[src/rtl/led_chaser_param.sv]
// led_chaser_param: N_LED running-light (L/R/ping-pong/bar) with debounced speed/mode/pause keys; q=LEDs, mode_o, speed_o(1=slow), paused_o
module led_chaser_param #(
  parameter int N_LED    = 4,
  parameter int CNT_W    = 32,
  parameter int DIV_FAST = 24999999,
  parameter int DIV_SLOW = 49999999,
  parameter int DEB_CYC  = 1000000
) (
  input  logic             clk,
  input  logic             rst_n,
  input  logic             key_speed,
  input  logic             key_mode,
  input  logic             key_pause,
  output logic [N_LED-1:0] q,
  output logic [1:0]       mode_o,
  output logic             speed_o,
  output logic             paused_o
);
  localparam int DW = $clog2(DEB_CYC + 1);
  localparam int PW = $clog2(N_LED);
  localparam logic [PW-1:0] LAST = PW'(N_LED - 1);
  logic [2:0] keys, s1, s2, db, press;
  logic [DW-1:0] dc [3];
  logic [CNT_W-1:0] cnt, div;
  logic [PW-1:0] pos, np;
  logic dir, up, rs;
  logic [N_LED:0] one;
  logic [N_LED-1:0] nq;
  assign keys = {key_pause, key_mode, key_speed};
  always_ff @(posedge clk or negedge rst_n)
    if (!rst_n) begin
      s1 <= '1;
      s2 <= '1;
      db <= '1;
      for (int i = 0; i < 3; i++) dc[i] <= '0;
    end else begin
      s1 <= keys;
      s2 <= s1;
      for (int i = 0; i < 3; i++)
        if (s2[i] == db[i]) dc[i] <= '0;
        else if (dc[i] == DW'(DEB_CYC - 1)) begin
          db[i] <= s2[i];
          dc[i] <= '0;
        end else dc[i] <= dc[i] + 1'b1;
    end
  always_comb begin
    for (int i = 0; i < 3; i++) press[i] = db[i] & ~s2[i] & (dc[i] == DW'(DEB_CYC - 1));
  end
  always_comb begin
    div = speed_o ? CNT_W'(DIV_SLOW) : CNT_W'(DIV_FAST);
    up = (pos == '0) ? 1'b1 : (pos == LAST) ? 1'b0 : dir;
    np = rs ? (mode_o == 2'd1 ? LAST : '0) :
         mode_o == 2'd2 ? (up ? pos + 1'b1 : pos - 1'b1) :
         mode_o == 2'd1 ? (pos == '0 ? LAST : pos - 1'b1) :
         (pos == LAST ? '0 : pos + 1'b1);
    one = (N_LED + 1)'(1) << np;
    nq = mode_o == 2'd3 ? N_LED'((one << 1) - 1'b1) : one[N_LED-1:0];
  end
  always_ff @(posedge clk or negedge rst_n)
    if (!rst_n) begin
      q        <= '0;
      mode_o   <= '0;
      speed_o  <= 1'b0;
      paused_o <= 1'b0;
      cnt      <= '0;
      pos      <= '0;
      dir      <= 1'b1;
      rs       <= 1'b1;
    end else begin
      if (press[2]) paused_o <= ~paused_o;
      if (press[0] | press[1]) begin
        speed_o <= speed_o ^ press[0];
        mode_o  <= mode_o + {1'b0, press[1]};
        cnt     <= '0;
        q       <= '0;
        rs      <= 1'b1;
      end else if (!paused_o) begin
        if (cnt == div) begin
          cnt <= '0;
          q   <= nq;
          pos <= np;
          dir <= rs | up;
          rs  <= 1'b0;
        end else cnt <= cnt + 1'b1;
      end
    end
endmodule

[config.mk]
export PLATFORM = sky130hd
export DESIGN_NAME = led_chaser_param
export DESIGN_NICKNAME = d
export VERILOG_FILES = /design/src/rtl/led_chaser_param.sv
export SDC_FILE = /design/constraint.sdc
export NUM_CORES = 1
export LEC_CHECK = 0
export CELL_PAD_IN_SITES_DETAIL_PLACEMENT = 1
export CELL_PAD_IN_SITES_GLOBAL_PLACEMENT = 1
export CORE_UTILIZATION = 49
export DETAILED_ROUTE_END_ITERATION = 10
export GPL_ROUTABILITY_DRIVEN = 0
export PLACE_DENSITY_LB_ADDON = 0.05
export REMOVE_ABC_BUFFERS = 1
export SLEW_MARGIN = 20
export SYNTH_ARGS = -nofsm -noshare
export SYNTH_HDL_FRONTEND = slang
export SYNTH_SLANG_ARGS = --single-unit
export TNS_END_PERCENT = 10
[constraint.sdc]
create_clock -name clk -period 3.15 [get_ports clk]
set_input_delay 0.315 -clock clk [delete_from_list [all_inputs] [get_ports clk]]
set_output_delay 0.315 -clock clk [all_outputs]
set_load 0.05 [all_outputs]
After elaboration in Yosys (flattened, before gate mapping)
Cells that the tools add are included.
Storage, ports and cells
  memories: 0
  logic and storage cells: 87
  bits in writable memories: 0
  bits in latches: 0
  output and inout bits: 8
  register bits: 113
  ROM bits: 0
Operators by class
  bitwise operators: 17
  $lt $le $gt $ge: 0
  add/sub/neg operators: 8
  muxes and demuxes: 26
  reduce and logical (&&, ||, !) cells: 7
  shift operators: 1
  multipliers: 0
  equality and inequality tests: 12
  divide/modulo/power cells: 0
Operator list (count)
  two-way mux 20 bit: 6
  two-way mux 32 bit: 3
  adder 20 x 1 -> 20 bit, second input constant: 3
  == test 20 bit, second input constant: 3
  adder 32 x 1 -> 32 bit, second input constant: 1
  == test 32 x 26 -> 1 bit: 1
  two-way mux 26 bit: 1
  two-way mux 4 bit: 4
  two-way mux 2 bit: 7
  inverter 1 bit: 8
  AND reduction 2 bit: 4
  bitwise AND 1 bit: 6
  == test 2 bit, second input constant: 3
  two-way mux 1 bit: 5
  << shifter 1 x 2 -> 4 bit, first input constant: 1
  subtractor 4 x 1 -> 4 bit, second input constant: 1
  == test 1 bit: 3
  AND reduction 3 bit: 1
  adder 2 x 1 -> 2 bit: 1
  adder 2 x 1 -> 2 bit, second input constant: 1
  == test 2 x 1 -> 1 bit, second input constant: 1
  zero test 2 bit: 1
  != test 2 x 1 -> 1 bit, second input constant: 1
  OR 1 bit: 2
  3 further kinds: 3

Depth between registers and ports, before layout
  depth after elaboration: 12
  gate-level depth with buffers: 10
  mapped depth without buffers: 7

Least setup slack after synthesis
Ideal clock, no wire load.
  path kind: register to register
  from: register speed_o
  to: register q[1]
  stages on the path, launching flop included: 8
  path buffers: 1
  setup slack: 866 ps
  period minus slack after synthesis: 2284 ps
  arrival time: 2163 ps
  setup time: 120 ps
  required time: 3030 ps
  path through: dfrtp_1 -> and4b_1 -> o211ai_1 -> nor4_1 -> buf_2 -> nor2b_1 -> o311ai_0 -> o211a_1
On the way
  cells in the longest elaborated chain, start to end: 4
RTL lines
  from (decl): line 16  | output logic speed_o,
  from (signal assigned): line 72  | speed_o <= speed_o ^ press[0];
  two-way mux 26 bit: line 50  | div = speed_o ? CNT_W'(DIV_SLOW) : CNT_W'(DIV_FAST);
  == test 32 x 26 -> 1 bit: line 78  | if (cnt == div) begin
  nonzero test 2 bit (no line)
  AND reduction 2 bit (no line)
  to (signal assigned): line 80  | q <= nq;
  to (decl): line 14  | output logic [N_LED-1:0] q,
Every way passes these cells.
A chain may end at the register's enable or synchronous reset.

Final worst setup path
  from: register dc[27] in the netlist's numbering
  to: register cnt[29]
On the way
  cells in the longest elaborated chain, start to end: 4
RTL lines
  from (decl): line 23  | logic [DW-1:0] dc [3];
  from (signal, indexed assignment): line 44  | end else dc[i] <= dc[i] + 1'b1;
  == test 20 bit (*): line 47  | for (int i = 0; i < 3; i++) press[i] = db[i] & ~s2[i] & (dc[i] == DW'(DEB_CYC - 1));
  bitwise AND 1 bit (*): line 47
  OR 1 bit (*): line 71  | if (press[0] | press[1]) begin
  != test 2 x 1 -> 1 bit (no line) / two-way mux 32 bit (equally long branches)
  to (signal assigned): line 84  | end else cnt <= cnt + 1'b1;
  to (decl): line 24  | logic [CNT_W-1:0] cnt, div;
Every way passes the cells marked *; elsewhere a longest branch is shown, timed or not.

==> metrics.txt <==
clk slew on worst S/H paths 0.05 ns; period utilisation layout 79.96%; synthesis-stage register bit count 113; count leader, synth dfrtp_1; achievable frequency 0.3970 GHz; largest net degree at the start of global routing 63; Multi-input gate area 0.002860 mm^2; CTS tree built; top cells by count, synth dfrtp_1 (102), nor2_1 (91), xnor2_1 (50); postcts setup bufs 0; drc violations 2; CP Buf/Inv Count 1; FF-to-FF setup slack 0.63 ns; Total Die Area 0.01247 mm^2; Nets 633; layout filler cell count 1280; core area 0.01156 mm^2; vias in the first global route 4734; R2R cell count 7; total number of vias 4382; die width 111.7 um; num ports 13; Worst Hold Launch key_speed; skew final 0.009302 ns; Startpoint Class register; fin. max-slew vios 0; Inserted Diodes 0; wire per inst 17.41 um; top cells by area, synth dfrtp_1 (43%), xnor2_1 (7.4%), nor2_1 (5.8%); WHS Endpoint s1[0]; sequential share of the synthesized area 48.20%; Worst Tran Pin Value 0.8069 ns; Hold Path Depth 1; r2r endpoint cnt[29]; # setup viols final 0; failing checks design-rule violations; Hold Crit Class in -> reg; power per cell area 521.1 mW/mm^2; clock sink total 113; later-pin clock latency in the skew report 0.42 ns; status complete, but fails checks; CP top delay family simple AND/OR/NAND/NOR gates; Ys Warns 0; depth of the CTS H-tree 4; PortBufs 12; 1st-iter DRT viols 206; Max stage delay on crit path 0.58 ns; via/cell ratio 5.661; Total Power 3.517 mW; worst endpoint required time 3.44 ns; Die Span Y 111.7 um; grt ovf 0; worst path cell trace or4b_1, nor4_2, a32oi_2, buf_4, a2111oi_4, xnor2_1, nor2_1; Worst VDD drop 468.6 uV; syn avg cell area 9.826 um^2; sum of negative setup slack 0 ns; Pleak 2.853 nW; Worst EP arrival 2.80 ns; Final Instance Area 0.006749 mm^2; Num CTS Buffers 17; Post-synth EDFFs 0; initial antenna violation count 0; slowest cell on the critical path or4b_1; remaining antenna violation count 0; Synth Instances 600; clk root buf clkbuf_16; first-pass GRT wire length 23.78 mm; count of different cell masters after synthesis 56; unrepaired setup endpoints after global routing false; Rel. slew slack 46.21%; Routed WL 13.48 mm; Synth top area share 43.29%; Initial Util 50.98%; post-route insts no fill 774; post-detail-place hpwl 8.687 mm; RR Startpoint dc[27]; Syn Std Cell Area 0.005896 mm^2; CP endpoint kind register; leading area contributor after synthesis dfrtp_1; Total GRT Usage 24.46%; top_reg_cell synth dfrtp_1; critical setup path kind reg -> reg; Syn-to-layout area delta 14.47%; fin crit period 2.519 ns; Final Util 58.36%; Max clock buf depth 2; max cap viols 0; final hold violation count 0; dpl cells 741; ys async rst share 100.0%; cell row count 39; Reg area 0.002841 mm^2; Pre-Repair DR Iteration Count 7; DP Area 0.006130 mm^2; share of layout cells above drive strength 1 14.26%; crit path max fanout 22
==> where the power goes <==
| part | switching [mW] | internal [mW] | total, mW |
|---|---|---|---|
| combinational | 0.0536 | 0.0199 | 0.0735 |
| sequential | 0.00877 | 1.47 | 1.48 |
| clock | 0.664 | 1.30 | 1.96 |
| total | 0.727 | 2.79 | 3.52 |
==> metrics by stage <==
stage                     hold WS, ns  setup WS [ns]
after global routing           0.2867         0.5024
after floorplan               0.01941        0.08320
after global placement         0.3475         0.7207
after CTS                      0.2752         0.6431
final                          0.2981         0.6312
after detailed placement       0.3487         0.6622
==> kinds of logic after synthesis <==
kind of cell | synth area share (%)
simple gates | 25.85
fa+ha+maj | 2.122
buf+inv | 3.289
xor+xnor | 11.44
mux | 0.5518
flops | 48.20
compound gates | 8.553
==> state kept, by name (all words and copies together), names as in the netlist <==
register  cells
mode_o        2
speed_o       1
paused_o      1
db            3
cnt          32
pos           2
dc           60
rs            1
s1            3
q             4
dir           1
s2            3
==> how the worst max path moves through the flow <==
| stage | cells past startpoint | end | startpoint | slack (ns) |
|---|---|---|---|---|
| 4_1_cts | 7 | cnt[29] | dc[31] | 0.64 |
| 2_1_floorplan | 6 | cnt[13] | speed_o | 0.08 |
| 3_3_place_gp | 7 | cnt[29] | dc[27] | 0.72 |
| 5_1_grt | 7 | cnt[29] | dc[27] | 0.50 |
| 6_report | 7 | cnt[29] | dc[27] | 0.63 |
| 3_5_place_dp | 7 | cnt[29] | dc[31] | 0.66 |
==> worst register-to-register path, stage by stage (launching register included) <==
cell       delay [ns]
dfrtp_1          0.43
or4b_1           0.58
nor4_2           0.32
a32oi_2          0.15
buf_4            0.26
a2111oi_4        0.41
xnor2_1          0.16
nor2_1           0.07
==> routing by layer <==
layer  up-vias  GRT usage [%]  part of all wire [%]
met2        50          39.21                    48
met5         -              0                     0
met3        20          5.770                   2.4
met1      2213          31.66                    48
met4         0          10.72                   2.0
li1       2099              -                     -
==> timing repair <==
item,in CTS,in global routing
endpoints found under the hold margin,7,0
hold buffers,1,0
endpoints found under the setup margin,0,0
gates resized for setup,0,0
==> final cells by class <==
class | count | area share [%]
multi-input cells | 447 | 42.38
flip-flops and latches | 113 | 42.10
clock buffers | 22 | 7.026
repair buffers | 22 | 2.892
well taps | 143 | 2.651
clock inverters | 10 | 2.002
inverters | 17 | 0.9455
==> cells in the final DEF, fill, tap and decap left out, types with 9 or more instances in the layout <==
| cell | Yosys | final |
|---|---|---|
| a211oi_2 | 10 | 10 |
| a21oi_1 | 25 | 25 |
| and2_1 | 9 | 9 |
| and3_1 | 18 | 18 |
| buf_4 | 0 | 10 |
| clkbuf_16 | 0 | 17 |
| clkdlybuf4s50_1 | 0 | 11 |
| dfrtp_1 | 102 | 102 |
| dfstp_2 | 11 | 11 |
| ha_1 | 10 | 10 |
| inv_1 | 17 | 17 |
| nand2_1 | 43 | 43 |
| nand3_1 | 32 | 32 |
| nand4_1 | 18 | 18 |
| nor2_1 | 91 | 91 |
| nor2_2 | 10 | 10 |
| nor2b_1 | 10 | 10 |
| nor3_1 | 12 | 12 |
| o21ai_0 | 10 | 10 |
| xnor2_1 | 50 | 50 |
| xor2_1 | 27 | 27 |
Note: power is estimated with default switching activity, not from simulation.
